## src/rtl/uart_pkg.sv

```systemverilog
// Shared UART definitions: character width, receive handshake states and
// a helper for sizing FIFO fill-level counters.
package uart_pkg;

  localparam int unsigned UART_DATA_SIZE = 8;

  typedef enum logic [1:0] {
    S_IDLE = 2'd0,
    S_WAIT = 2'd1,
    S_ACK  = 2'd2
  } hs_state_e;

  // A level counter must represent 0..depth inclusive.
  function automatic int unsigned level_w(input int unsigned depth);
    return $clog2(depth) + 1;
  endfunction

endpackage

```

## src/rtl/uart_sync_fifo.sv

```systemverilog
// Synchronous first-word-fall-through FIFO with registered pointers and level.
// Writes while full and reads while empty are ignored.
module uart_sync_fifo
  import uart_pkg::*;
#(
  parameter int unsigned DATA_SIZE = UART_DATA_SIZE,
  parameter int unsigned DEPTH     = 16
) (
  input  logic                        clk,
  input  logic                        reset,
  input  logic                        wr_en,
  input  logic [DATA_SIZE-1:0]        wr_data,
  input  logic                        rd_en,
  output logic [DATA_SIZE-1:0]        rd_data,
  output logic [level_w(DEPTH)-1:0]   level,
  output logic                        full,
  output logic                        empty
);

  localparam int unsigned ADDR_W = $clog2(DEPTH);
  localparam int unsigned LVL_W  = level_w(DEPTH);

  logic [DATA_SIZE-1:0] mem_q [DEPTH];
  logic [ADDR_W-1:0]    wr_ptr_q, wr_ptr_d;
  logic [ADDR_W-1:0]    rd_ptr_q, rd_ptr_d;
  logic [LVL_W-1:0]     level_q, level_d;
  logic                 do_wr, do_rd;

  assign full    = (level_q == LVL_W'(DEPTH));
  assign empty   = (level_q == '0);
  assign level   = level_q;
  assign rd_data = mem_q[rd_ptr_q];
  assign do_wr   = wr_en && !full;
  assign do_rd   = rd_en && !empty;

  always_comb begin
    wr_ptr_d = wr_ptr_q + ADDR_W'(do_wr);
    rd_ptr_d = rd_ptr_q + ADDR_W'(do_rd);
    level_d  = level_q;
    case ({do_wr, do_rd})
      2'b10:   level_d = level_q + LVL_W'(1);
      2'b01:   level_d = level_q - LVL_W'(1);
      default: level_d = level_q;
    endcase
  end

  always_ff @(posedge clk or posedge reset) begin
    if (reset) begin
      wr_ptr_q <= '0;
      rd_ptr_q <= '0;
      level_q  <= '0;
    end else begin
      wr_ptr_q <= wr_ptr_d;
      rd_ptr_q <= rd_ptr_d;
      level_q  <= level_d;
    end
  end

  // Storage carries no reset; contents are only visible once level says so.
  always_ff @(posedge clk) begin
    if (do_wr) mem_q[wr_ptr_q] <= wr_data;
  end

endmodule

```

## src/rtl/uart_rx_buffer.sv

```systemverilog
// Receive buffer: completes the receiver's four-phase req/ack handshake,
// queues bytes in a FIFO and presents them as a valid/ready stream.
module uart_rx_buffer
  import uart_pkg::*;
#(
  parameter int unsigned DATA_SIZE = UART_DATA_SIZE,
  parameter int unsigned DEPTH     = 16,
  parameter int unsigned ADDR_W    = $clog2(DEPTH)
) (
  input  logic                 clk,
  input  logic                 reset,
  input  logic [DATA_SIZE-1:0] recv_data,
  input  logic                 recv_req,
  output logic                 recv_ack,
  output logic [DATA_SIZE-1:0] rd_data,
  output logic                 rd_valid,
  input  logic                 rd_ready,
  output logic [ADDR_W:0]      level,
  output logic                 full,
  output logic                 overrun,
  input  logic                 overrun_clr
);

  hs_state_e state_q, state_d;
  logic      ack_q, ack_d;
  logic      overrun_q, overrun_d;
  logic      wr_en;
  logic      set_ovr;
  logic      empty;

  uart_sync_fifo #(
    .DATA_SIZE (DATA_SIZE),
    .DEPTH     (DEPTH)
  ) u_fifo (
    .clk     (clk),
    .reset   (reset),
    .wr_en   (wr_en),
    .wr_data (recv_data),
    .rd_en   (rd_ready),
    .rd_data (rd_data),
    .level   (level),
    .full    (full),
    .empty   (empty)
  );

  assign rd_valid = !empty;
  assign recv_ack = ack_q;
  assign overrun  = overrun_q;

  // Writes gate on the registered full, so space freed by a read is only
  // usable from the following edge.
  always_comb begin
    state_d = state_q;
    ack_d   = ack_q;
    wr_en   = 1'b0;
    set_ovr = 1'b0;
    case (state_q)
      S_IDLE: begin
        if (recv_req) begin
          if (!full) begin
            wr_en   = 1'b1;
            ack_d   = 1'b1;
            state_d = S_ACK;
          end else begin
            set_ovr = 1'b1;
            state_d = S_WAIT;
          end
        end
      end
      S_WAIT: begin
        if (!recv_req) begin
          state_d = S_IDLE;
        end else if (!full) begin
          wr_en   = 1'b1;
          ack_d   = 1'b1;
          state_d = S_ACK;
        end
      end
      S_ACK: begin
        if (!recv_req) begin
          ack_d   = 1'b0;
          state_d = S_IDLE;
        end
      end
      default: begin
        ack_d   = 1'b0;
        state_d = S_IDLE;
      end
    endcase

    overrun_d = overrun_q;
    if (overrun_clr) overrun_d = 1'b0;
    if (set_ovr)     overrun_d = 1'b1;
  end

  always_ff @(posedge clk or posedge reset) begin
    if (reset) begin
      state_q   <= S_IDLE;
      ack_q     <= 1'b0;
      overrun_q <= 1'b0;
    end else begin
      state_q   <= state_d;
      ack_q     <= ack_d;
      overrun_q <= overrun_d;
    end
  end

endmodule

```

## config.mk

```make
export PLATFORM = sky130hd
export DESIGN_NAME = uart_rx_buffer
export DESIGN_NICKNAME = d
export VERILOG_FILES = /design/src/rtl/uart_pkg.sv /design/src/rtl/uart_sync_fifo.sv /design/src/rtl/uart_rx_buffer.sv
export SDC_FILE = /design/constraint.sdc
export NUM_CORES = 1
export LEC_CHECK = 0
export CORE_ASPECT_RATIO = 0.7
export CORE_MARGIN = 2
export CORE_UTILIZATION = 45
export CTS_BUF_LIST = sky130_fd_sc_hd__clkbuf_4 sky130_fd_sc_hd__clkbuf_8
export DETAILED_ROUTE_END_ITERATION = 12
export PLACE_DENSITY = 0.64
export SLEW_MARGIN = 20
export SYNTH_ARGS = -nofsm -noshare
export SYNTH_HDL_FRONTEND = slang
export SYNTH_HIERARCHICAL = 1
export SYNTH_SLANG_ARGS = --single-unit
```

## constraint.sdc

```tcl
create_clock -name clk -period 2.7 [get_ports clk]
set_input_delay 0.54 -clock clk [delete_from_list [all_inputs] [get_ports clk]]
set_output_delay 0.54 -clock clk [all_outputs]
set_load 0.03 [all_outputs]
```

Word-level counts from Yosys, hierarchy flattened
Memory sizes are Yosys's and may differ from the RTL's.
Cells that the tools add are included.
Operators by class
  $add $sub $neg: 4
  reduce and logical (&&, ||, !) cells: 11
  equal/unequal tests: 10
  muxes and demuxes: 21
Operator list (count)
  $mux W1: 13
  $mux W2: 5
  $pmux W5 S2: 1
  $add A4 B1 Y4: 2
  $ne A2 B2 Y1 const B: 3
  $pmux W2 S3: 1
  $reduce_and A3 Y1: 2
  $add A5 B1 Y5 const B: 1
  $eq A5 B5 Y1 const B: 1
  $logic_not A5 Y1: 1
  $sub A5 B1 Y5 const B: 1
  $eq A2 B1 Y1 const B: 2
  $eq A2 B2 Y1 const B: 2
  $reduce_bool A2 Y1: 2
  $ne A3 B3 Y1 const B: 1
  $logic_and A1 B1 Y1: 2
  $logic_not A1 Y1: 2
  $logic_not A2 Y1: 1
  $ne A2 B1 Y1 const B: 1
  $pmux W1 S2: 1
  $reduce_or A2 Y1: 1
Storage, ports and cells
  output and inout bits: 17
  input bits: 13
  word-level logic and storage cells: 53
  memory bits (writable): 128
  memories: 1
  bits in registers: 17
Memories
  u_fifo.mem_q: depth 16, bits a word 8, read ports 1, clocked after memory_dff 0, write ports 1, RTL line uart_sync_fifo.sv:23  | logic [DATA_SIZE-1:0] mem_q [DEPTH];

Logic depth before layout (Yosys ltp)
Gate-level depths: netlist of the first run.
  depth after elaboration: 7
  gate-level depth with buffers: 14
  gate-level depth less buffers: 11

Hierarchy
Netlist of the first run, hierarchy kept.
By module, submodules not included
  uart_sync_fifo: cells each 294, instances 1, sequential area each 4169.0 µm², area an instance 5696.7 µm²
  uart_rx_buffer: cells each 17, instances 1, sequential area each 100.1 µm², area an instance 176.4 µm²

Least setup slack after synthesis of the first run
OpenSTA, ideal clock, no wires.
  path type: register -> register
  start: reg u_fifo.level_q[1], in the netlist u_fifo/level[1]
  end: reg u_fifo.level_q[4], in the netlist u_fifo/level[4]
  path buffers: 3
  stages on the path, launching flop included: 15
  clock period less this slack: 3.588 ns
  path slack: -0.888 ns
  data required time: 2.566 ns
  setup time: 0.134 ns
  arrival time: 3.454 ns
  cells stage by stage: dfrtp_1 buf_6 or4_4 nor2_1 nor3b_1 o21ai_4 buf_6 ha_1 buf_2 xor2_1 ha_1 or4_1 o22ai_1 a31oi_1 xnor2_1
Between the ends
  cells in the longest elaborated chain, start to end: 7
  elaborated cells between the ends (all ways): 15
  classes of those cells: 2 x add/sub; 3 x eq/ne; 4 x mux; 6 x reduce/logical
RTL lines
  start: declaration: RTL line uart_sync_fifo.sv:26  | logic [LVL_W-1:0] level_q, level_d;
  start signal: assignment: RTL line uart_sync_fifo.sv:55  | level_q <= level_d;
  $eq A5 B5 Y1 *: RTL line uart_sync_fifo.sv:29  | assign full = (level_q == LVL_W'(DEPTH));
  via full: RTL line uart_rx_buffer.sv:19  | output logic full,
  $mux W1 *: RTL line uart_rx_buffer.sv:60, uart_rx_buffer.sv:73
  $mux W1 *: RTL line uart_rx_buffer.sv:71  | if (!recv_req) begin
  $mux W1 *
  via wr_en: RTL line uart_rx_buffer.sv:27  | logic wr_en;
  $logic_and A1 B1 Y1 *: RTL line uart_sync_fifo.sv:33  | assign do_wr = wr_en && !full;
  $eq A2 B1 Y1 / $eq A2 B2 Y1 (equally long branches): RTL line uart_sync_fifo.sv:40  | case ({do_wr, do_rd})
  $pmux W5 S2 / $reduce_bool A2 Y1 (equally long branches)
Mark *: on every way through the listed nets, which the timed path passes. The rest lies on a longest branch.
A chain may end at the register's enable or synchronous reset.

Worst setup path in the final report of the first run
  start: reg u_fifo.rd_ptr_q[0]
  end: out rd_data[1]
Between the ends
  cells in the longest elaborated chain, start to end: 1
RTL lines
  start: declaration: RTL line uart_sync_fifo.sv:25  | logic [ADDR_W-1:0] rd_ptr_q, rd_ptr_d;
  start signal: assignment: RTL line uart_sync_fifo.sv:54  | rd_ptr_q <= rd_ptr_d;
  $mem_v2 Z16 W8
  end: declaration: RTL line uart_rx_buffer.sv:15  | output logic [DATA_SIZE-1:0] rd_data,
No other way between the ends.

==> run summary, run 1 <==
RSZ-0062 raised after global routing = yes
total vias in the final route = 3031
gr usage total = 0.183
die height = 99.6 um
DP Area = 0.00662 mm2
clk_skew = 0.00646 ns
final net count = 400
vias in the first global route = 3155
diode count = 0
sequential element share of the synthesized area = 0.727
cell family with most CP delay = buffers and inverters
Initial DRC Count = 263
RD Place Congestion = 0.747
CTS root buffer = clkbuf_8
max_slew headroom = 0.560
Max FO, Critical Path = 11
antenna violations before repair = 0
Clock Tree Buf Depth = 2
Worst path slowest cell = mux4_2
CTS Sinks = 145
r2r startpoint = u_fifo/level[3]
hpwl dp = 7750 um
most common cell after layout, fill and taps aside = edfxtp_1
CTS tree = done
first-pass GRT wire length = 18200 um
critical path cell sequence = buf_12 > buf_12 > mux4_2 > a22oi_1 > nand2_1 > buf_2
Worst Setup SP = u_fifo/rd_ptr_q[0]
clk slew on worst S/H paths = 0.07 ns
Final Cycle Share = 0.988
Leak = 2.46 nW
Max Fclk = 375 MHz
routed length per placed instance = 21.2 um
max incr delay on CP = 0.49 ns
Port-buffer cells = 29
Post-DRT Antenna Nets = 0
# IOs = 30
latest clock arrival within the worst-skew pair = 0.44 ns
most frequent CP cell = buf_12
drt pass-1 iters = 4
total gr overflow = 0
area grow syn2layout = 21.2%
outcome = finished, final reports clean
placed cells = 521
post-layout min period = 2.67 ns
Post-Layout Inst Area = 0.00712 mm2
critical path endpoint category = primary output
Core Area = 0.0126 mm2
row count = 34
layout cells sized above 1 = 0.347
Reg2Reg Setup Slack = 0.16 ns
Final Power = 7.63 mW
fin. max-slew vios = 0
Die ar. = 0.0140 mm2
TritonCTS Buffers = 17
library cells used by synthesis = 40
max-cap violations = 0
Crit Path Category = register to primary output
total negative slack = 0 ns
Netlist Area Pre-Place = 0.00587 mm2
CP Buf/Inv Count = 3
Fin. Hold Viols = 0
CP arrival = 2.13 ns
Avg Inst Size Synth = 18.9 um2
Hold Crit Class = input port to async pin
CP Launch Type = register
setup violators final = 0
final WL = 11700 um
Final Non-Filler Cells = 554
commonest non-fill, non-tap cells in the layout = edfxtp_1, buf_4, mux4_2, clkdlybuf4s50_1, clkbuf_8
Via density = 5.47
yosys warns = 6
peak supply drop = 494 uV
Mapped Cells = 311
Critical Path RT = 2.16 ns
pwr/cell area = 1070 mW/mm2
htree depth = 4
DRC Markers = 0
Initial Util = 0.466
Tightest Pin Transition = 0.653 ns
Chip Width = 141 um
largest net degree at the start of global routing = 35
syn_nets = 332
Yosys reg bits = 145
[routing by layer]
layer / GRT usage / vias to the layer above / part of all wire
li1: - / 1384 / -
met1: 0.266 / 1541 / 0.44
met2: 0.271 / 93 / 0.46
met3: 0.0510 / 13 / 0.086
met4: 0.0608 / 0 / 0.012
met5: 0 / - / 0
[layout make-up]
cell class	count	area, um2
fill	938	5470
timing repair buffer	66	591
clock inverter	13	215
tap	162	203
inverter	8	30.0
sequential	145	4270
clock buffer	19	249
multi-input combinational	141	1560
[synthesized netlist by cell type]
master,n,area share
nor3b_2,1,0.0021
edfxtp_1,128,0.65
or4_4,1,0.0019
nor2_1,9,0.0058
and3b_2,1,0.0017
nor2b_1,3,0.0032
buf_6,4,0.0077
a21oi_1,4,0.0034
o22ai_1,2,0.0021
nor3b_1,2,0.0026
xor2_1,5,0.0075
a22o_1,1,0.0015
nand2_1,14,0.0089
buf_1,1,0.00064
buf_2,6,0.0051
a22oi_1,16,0.020
clkbuf_2,1,0.00085
nor4_1,3,0.0032
and2_1,1,0.0011
ha_1,8,0.017
clkbuf_1,4,0.0026
buf_4,1,0.0013
mux2_2,1,0.0019
dfrtp_1,17,0.072
nand3_1,4,0.0034
nor3_1,10,0.0085
nand2b_1,7,0.0075
or3_4,1,0.0019
inv_1,6,0.0038
o211a_1,1,0.0017
mux4_2,32,0.12
o21ai_4,1,0.0028
mux2i_1,2,0.0034
a21o_1,1,0.0013
o21ai_0,3,0.0026
xnor2_1,4,0.0060
inv_2,2,0.0013
or4_1,1,0.0013
a21o_2,1,0.0015
a31oi_1,1,0.0011
[path summary, 6_finish.rpt]
kind | endpoint | cells after the start
min in group clk | recv_ack | 1
worst min register to register | recv_ack | 1
worst min-delay path | state_q[1] | 2
worst max register to register | u_fifo/level[4] | 10
max in group asynchronous | u_fifo/level[1] | 2
worst max-delay path | rd_data[1] | 6
[stage by stage]
| stage | hold slack (ns) | worst slack [ns] | utilization |
|---|---|---|---|
| 6_report | 0.326 | 0.0334 | 0.565 |
| 5_1_grt | 0.324 | -0.0827 | 0.565 |
| 3_5_place_dp | 0.498 | -0.103 | 0.525 |
| 2_1_floorplan | 0.306 | -0.425 | - |
| 4_1_cts | 0.305 | -0.0156 | 0.567 |
| 3_3_place_gp | 0.474 | -0.0452 | 0.525 |
[state kept, by name, summed over array words and instances (netlist names)]
| name | flops |
|---|---|
| overrun | 1 |
| recv_ack | 1 |
| u_fifo/wr_ptr_q | 4 |
| u_fifo/rd_ptr_q | 4 |
| u_fifo/level | 5 |
| u_fifo/mem_q | 128 |
| state_q | 2 |
[power breakdown]
part / switching [mW] / leakage, nW / total, mW / internal, mW
clock network: 0.775 / 0.237 / 1.97 / 1.20
logic: 1.54 / 0.866 / 2.82 / 1.27
registers: 0.173 / 1.35 / 2.84 / 2.67
total: 2.49 / 2.46 / 7.63 / 5.14
[cell families after synthesis]
kind of cell	count (synthesis)	share of synthesized area
AOI/OAI and AO/OA	31	0.0383
xor gates and xnor gates	9	0.0134
adders and majority gates	8	0.0170
buffers and inverters	25	0.0232
DFF	145	0.727
muxes	35	0.128
and+or+nand+nor	58	0.0530
[what timing repair did]
item	CTS	global route
pin swaps	4	1
resized for setup	50	2
cloned	1	0
setup buffers	1	0
hold endpoints to repair	0	0
hold buffers	0	0
endpoints found under the setup margin	10	9
Note: power is estimated with default switching activity, not from simulation.
==> run 2, diff against run 1 <==
Settings changed: CTS_CLUSTER_DIAMETER set to 50, SYNTH_HIERARCHICAL 1 to not set.
==> run summary, run 2 <==
final net count = 380 (was 400)
Die ar. = 0.0140 mm2 (about the same)
Tightest Pin Transition = 0.748 ns (was 0.653 ns)
Worst Reg-to-Reg Cells = 10 (unchanged)
Initial Util = 0.468 (was 0.466)
Post-DRT Antenna Nets = 0 (unchanged)
Core Area = 0.0126 mm2 (unchanged)
ys async rst share = 0.117 (unchanged)
Hold Crit Class = register to register (was input port to async pin)
clk slew on worst S/H paths = 0.08 ns (was 0.07 ns)
diode count = 0 (unchanged)
RD Place Congestion = 0.758 (was 0.747)
hpwl dp = 7600 um (was 7750 um)
fin. max-slew vios = 0 (unchanged)
max_slew headroom = 0.501 (was 0.560)
gr usage total = 0.188 (was 0.183)
count leader, synth = edfxtp_1 (unchanged)
latest clock arrival within the worst-skew pair = 0.43 ns (was 0.44 ns)
Leak = 2.44 nW (was 2.46 nW)
placed cells = 498 (was 521)
largest net degree at the start of global routing = 21 (was 35)
failing checks = negative setup slack
RSZ-0062 raised after global routing = yes (unchanged)
pwr/cell area = 1020 mW/mm2 (was 1070 mW/mm2)
DRC Markers = 0 (unchanged)
Fin. Hold Viols = 0 (unchanged)
total vias in the final route = 3028 (was 3031)
post-layout min period = 2.82 ns (was 2.67 ns)
setup violators final = 7 (was 0)
antenna violations before repair = 0 (unchanged)
library cells used by synthesis = 40 (unchanged)
Initial DRC Count = 290 (was 263)
final core occ = 0.559 (was 0.565)
most common cell after layout, fill and taps aside = edfxtp_1 (unchanged)
outcome = finished, violations left (was finished, final reports clean)
first-pass GRT wire length = 18300 um (was 18200 um)
layout cells sized above 1 = 0.331 (was 0.347)
Place WS = -0.0965 ns (was -0.103 ns)
hold_sp = state_q[0]
syn_nets = 304 (was 332)
Avg Inst Size Synth = 20.7 um2 (was 18.9 um2)
Mapped Cells = 284 (was 311)
total gr overflow = 0 (unchanged)
yosys warns = 0 (was 6)
Chip Width = 141 um (about the same)
Port-buffer cells = 29 (unchanged)
Crit Path Category = register to primary output (unchanged)
Final Cycle Share = 1.04 (was 0.988)
fillcell total = 950 (was 938)
CTS Hold Bufs = 0 (unchanged)
hold depth = 1
r2r startpoint = u_fifo.level[0] (was u_fifo/level[3])
row count = 34 (unchanged)
Max FO, Critical Path = 6 (was 11)
EDFF count, synth = 128 (unchanged)
Via density = 5.67 (was 5.47)
Final Non-Filler Cells = 534 (was 554)
TritonCTS Buffers = 17 (unchanged)
Clock Tree Buf Depth = 2 (unchanged)
worst setup margin = -0.116 ns (was 0.0334 ns)
clk_skew = 0.00997 ns (was 0.00646 ns)
sequential element share of the synthesized area = 0.725 (was 0.727)
Post-synth top cells = edfxtp_1, mux4_2, dfrtp_1, mux4_1, nor2_1 (was edfxtp_1, mux4_2, dfrtp_1)
Switching Share = 0.312 (was 0.327)
htree depth = 4 (unchanged)
r2r endpoint = u_fifo.level[4] (was u_fifo/level[4])
CP Launch Type = register (unchanged)
max-cap violations = 0 (unchanged)
area leader, netlist = edfxtp_1 (unchanged)
final WL = 12200 um (was 11700 um)
Max Fclk = 355 MHz (was 375 MHz)
top-area cell type share of the netlist area = 0.653 (was 0.654)
Critical Path RT = 2.16 ns (about the same)
CP arrival = 2.28 ns (was 2.13 ns)
top post-synthesis cells by area = edfxtp_1, mux4_2, mux4_1 (was edfxtp_1, mux4_2, dfrtp_1)
# IOs = 30 (unchanged)
critical path endpoint category = primary output (unchanged)
clock share of power = 0.238 (was 0.259)
Most flops, register = u_fifo.mem_q (was u_fifo/mem_q)
Primary FF master, synth = edfxtp_1 (unchanged)
die height = 99.7 um (was 99.6 um)
vias in the first global route = 3044 (was 3155)
Seq pwr share = 0.410 (was 0.372)
Reg2Reg Setup Slack = 0.32 ns (was 0.16 ns)
drt pass-1 iters = 5 (was 4)
CTS tree = done (unchanged)
area grow syn2layout = 19.5% (was 21.2%)
Gate power share = 0.352 (was 0.369)
sw power = 2.24 mW (was 2.49 mW)
Yosys reg bits = 145 (unchanged)
CTS root buffer = clkbuf_8 (unchanged)
peak supply drop = 391 uV (was 494 uV)
Internal Power = 4.93 mW (was 5.14 mW)
max reg flops = 128 (unchanged)
total negative slack = -0.730 ns (was 0 ns)
Netlist Area Pre-Place = 0.00589 mm2 (was 0.00587 mm2)
Hold EP = recv_ack
Final Power = 7.18 mW (was 7.63 mW)
commonest non-fill, non-tap cells in the layout = edfxtp_1, buf_4, mux4_2, clkdlybuf4s50_1, clkbuf_8 (unchanged)
CTS Sinks = 145 (unchanged)
routed length per placed instance = 22.8 um (was 21.2 um)
[run 2: changes by cell type after synthesis, sizes merged, moves of 3 or more]
cell | before | now
nand3b | 0 | 3
nor2b | 3 | 6
a22oi | 16 | 1
nand2 | 14 | 6
nand2b | 7 | 3
mux4 | 32 | 38
nor3 | 10 | 3
[run 2: worst max-delay path by stage]
stage | from | to | slack (ns) | depth (start not counted)
after floorplan | u_fifo.level[2] | u_fifo.level[4] | 0.03 | 12
after global placement | u_fifo.rd_ptr_q[0] | rd_data[0] | -0.06 | 4
after detailed placement | u_fifo.rd_ptr_q[0] | rd_data[0] | -0.1 | 4
after CTS | u_fifo.rd_ptr_q[0] | rd_data[0] | -0.19 | 4
after global routing | u_fifo.rd_ptr_q[0] | rd_data[1] | -0.20 | 4
final | u_fifo.rd_ptr_q[0] | rd_data[4] | -0.12 | 5
[run 2: logic make-up (layout without fill, tap and decap cells)]
logic type,Yosys count,after routing,synth area share
flops,145,145,0.725
simple gates,42,42,0.0383
mux,41,41,0.162
buf+inv,21,109,0.0247
compound gates,18,18,0.0206
xor+xnor,10,10,0.0149
fa+ha+maj,7,7,0.0149
[run 2: critical path, stage by stage, from the launching register on]
cell     delay [ns]
dfrtp_2        0.43
buf_4          0.14
buf_12         0.12
mux4_2         0.50
mux4_2         0.49
buf_6          0.15
[run 2: stage by stage]
stage,hold WS (ns),cell area [um2]
3_3_place_gp,0.467,6600
4_1_cts,0.493,7070
5_1_grt,0.497,7040
2_1_floorplan,0.446,5920
6_report,0.486,7040
3_5_place_dp,0.488,6600
[run 2: timing repair]
item,in CTS,in global routing
pin swaps,1,0
cloned,1,0
setup buffers,4,1
resized for setup,55,6
endpoints found under the setup margin,9,8
[run 2: power groups by stage]
| stage | clock network [mW] | logic, mW | registers, mW |
|---|---|---|---|
| 2_1_floorplan | 0 | 1.72 | 2.89 |
| 3_3_place_gp | 0 | 2.33 | 2.97 |
| 3_5_place_dp | 0 | 2.36 | 2.98 |
| 4_1_cts | 1.74 | 2.57 | 2.95 |
| 5_1_grt | 1.84 | 2.69 | 2.97 |
| 6_report | 1.71 | 2.52 | 2.94 |
[run 2: cell type report]
class / instances / area [um2] / area share
inverter: 6 / 22.5 / 0.00320
timing repair buffer: 72 / 688 / 0.0978
tap: 162 / 203 / 0.0288
clock buffer: 20 / 256 / 0.0365
multi-input combinational: 118 / 1450 / 0.207
sequential: 145 / 4270 / 0.607
clock inverter: 11 / 139 / 0.0197
[run 2: layer usage]
layer / share of wire / GRT usage
met3: 0.083 / 0.0640
met2: 0.45 / 0.270
met4: 0.014 / 0.0677
met5: 0 / 0
met1: 0.45 / 0.271
==> run 3, diff against run 2 <==
Settings changed: SETUP_SLACK_MARGIN set to 0.05.
==> run summary, run 3 (synthesized netlist as in run 2, its figures left out) <==
outcome = finished, violations left (unchanged)
failing checks = negative setup slack (unchanged)
total gr overflow = 0 (unchanged)
fin. max-slew vios = 0 (unchanged)
vias in the first global route = 3036 (was 3044)
first-pass GRT wire length = 18700 um (was 18300 um)
Die ar. = 0.0140 mm2 (unchanged)
CP Launch Type = register (unchanged)
critical path cell sequence = buf_12 > buf_12 > mux4_2 > mux4_2 > buf_6 (was buf_4 > buf_12 > mux4_2 > mux4_2 > buf_6)
RD Place Congestion = 0.775 (was 0.758)
TritonCTS Buffers = 17 (unchanged)
Worst path slowest cell = mux4_2 (unchanged)
CTS tree = done (unchanged)
Leak = 2.40 nW (was 2.44 nW)
post-layout min period = 2.84 ns (was 2.82 ns)
hpwl dp = 7910 um (was 7600 um)
antenna violations before repair = 0 (unchanged)
RSZ-0062 raised after global routing = yes (unchanged)
Chip Width = 141 um (unchanged)
Core Area = 0.0126 mm2 (unchanged)
Final Power = 7.09 mW (was 7.18 mW)
Via density = 5.54 (was 5.67)
Post-DRT Antenna Nets = 0 (unchanged)
Final Cycle Share = 1.05 (was 1.04)
Tightest Pin Transition = 0.702 ns (was 0.748 ns)
CTS root buffer = clkbuf_8 (unchanged)
Max FO, Critical Path = 8 (was 6)
worst setup margin = -0.141 ns (was -0.116 ns)
clock share of power = 0.202 (was 0.238)
area grow syn2layout = 19.1% (was 19.5%)
Place WS = -0.0642 ns (was -0.0965 ns)
pwr/cell area = 1010 mW/mm2 (was 1020 mW/mm2)
most common cell after layout, fill and taps aside = edfxtp_1 (unchanged)
cell family with most CP delay = multiplexers (unchanged)
CTS Hold Bufs = 0 (unchanged)
Most flops, register = u_fifo.mem_q (unchanged)
Fin. Hold Viols = 0 (unchanged)
row count = 34 (unchanged)
die height = 99.7 um (unchanged)
Switching Share = 0.331 (was 0.312)
Internal Power = 4.75 mW (was 4.93 mW)
critical path endpoint category = primary output (unchanged)
commonest non-fill, non-tap cells in the layout = edfxtp_1, buf_4, mux4_2, clkdlybuf4s50_1, clkbuf_8 (unchanged)
Max Fclk = 352 MHz (was 355 MHz)
CTS Sinks = 145 (unchanged)
DRC Markers = 0 (unchanged)
# IOs = 30 (unchanged)
total vias in the final route = 2986 (was 3028)
CP arrival = 2.30 ns (was 2.28 ns)
max_slew headroom = 0.532 (was 0.501)
routed length per placed instance = 22.5 um (was 22.8 um)
Initial Util = 0.468 (unchanged)
Clock Tree Buf Depth = 2 (unchanged)
Reg2Reg Setup Slack = 0.31 ns (was 0.32 ns)
peak supply drop = 352 uV (was 391 uV)
final WL = 12100 um (was 12200 um)
Seq pwr share = 0.412 (was 0.410)
max reg flops = 128 (unchanged)
setup violators final = 8 (was 7)
final net count = 384 (was 380)
Initial DRC Count = 322 (was 290)
latest clock arrival within the worst-skew pair = 0.43 ns (about the same)
Critical Path RT = 2.16 ns (about the same)
Hold Crit Class = input port to async pin (was register to register)
Crit Path Category = register to primary output (unchanged)
diode count = 0 (unchanged)
fillcell total = 991 (was 950)
clk_skew = 0.0118 ns (was 0.00997 ns)
gr usage total = 0.189 (was 0.188)
largest net degree at the start of global routing = 29 (was 21)
drt pass-1 iters = 4 (was 5)
Gate power share = 0.386 (was 0.352)
max incr delay on CP = 0.52 ns (was 0.50 ns)
clk slew on worst S/H paths = 0.08 ns (about the same)
CP Buf/Inv Count = 3 (unchanged)
layout cells sized above 1 = 0.353 (was 0.331)
Port-buffer cells = 29 (unchanged)
htree depth = 4 (unchanged)
max-cap violations = 0 (unchanged)
sw power = 2.35 mW (was 2.24 mW)
## run 3: cell count changes in the layout (fill, tap and decap cells not counted), sizes merged, moves of 2 or more
cell | previous run | this run
clkbuf | 20 | 17
buf | 51 | 55
bufinv | 3 | 0
clkinv | 5 | 7
clkinvlp | 2 | 7
## run 3: worst paths after layout
| check | start | to | cells past startpoint |
|---|---|---|---|
| worst max-delay path | u_fifo.rd_ptr_q[0] | rd_data[4] | 5 |
| worst min-delay path | reset | overrun | 2 |
| worst max register to register | u_fifo.level[2] | u_fifo.level[4] | 10 |
| worst min register to register | state_q[0] | recv_ack | 1 |
| max in group asynchronous | reset | u_fifo.rd_ptr_q[0] | 2 |
| min in group clk | state_q[0] | recv_ack | 1 |
## run 3: per-stage QoR
step                std cells  hold slack [ns]  area (um2)  TNS [ns]  utilization
floorplan                 284            0.446        5920         0            -
global placement          499            0.466        6600    -0.239        0.524
detailed placement        499            0.498        6600    -0.313        0.524
CTS                       538            0.503        6990     -1.18        0.555
global route              539            0.540        7010     -1.56        0.557
finish                    539            0.506        7010    -0.754        0.557
## run 3: routing by layer
layer  track usage  share of wire
met1         0.296           0.49
met2         0.254           0.43
met3        0.0607          0.081
met4        0.0538         0.0049
met5             0              0
## run 3: worst register-to-register path: cells and delay by family, from the launching register on
kind / cells / cell delay (ns)
DFF: 1 / 0.49
and+or+nand+nor: 4 / 0.84
xor gates and xnor gates: 2 / 0.29
AOI/OAI and AO/OA: 2 / 0.26
adders and majority gates: 2 / 0.41
## run 3: area by class of cell
cell class | count | area [um2] | area share
timing repair buffer | 76 | 747 | 0.107
multi-input combinational | 118 | 1440 | 0.205
inverter | 6 | 22.5 | 0.00321
sequential | 145 | 4270 | 0.610
tap | 162 | 203 | 0.0289
clock inverter | 15 | 96.3 | 0.0137
clock buffer | 17 | 234 | 0.0334
## run 3: repair_timing
action | 4_1_cts | 5_1_grt
pin swaps | 1 | 1
buffers inserted | 7 | 1
setup endpoints to repair | 9 | 10
resized for setup | 57 | 5
## run 3: power by group through the flow
stage	registers, mW	clock network, mW	logic, mW
after floorplan	2.89	0	1.72
after global placement	2.96	0	2.41
after detailed placement	2.97	0	2.44
after CTS	2.93	1.47	2.73
after global routing	2.95	1.57	2.92
final	2.93	1.43	2.74
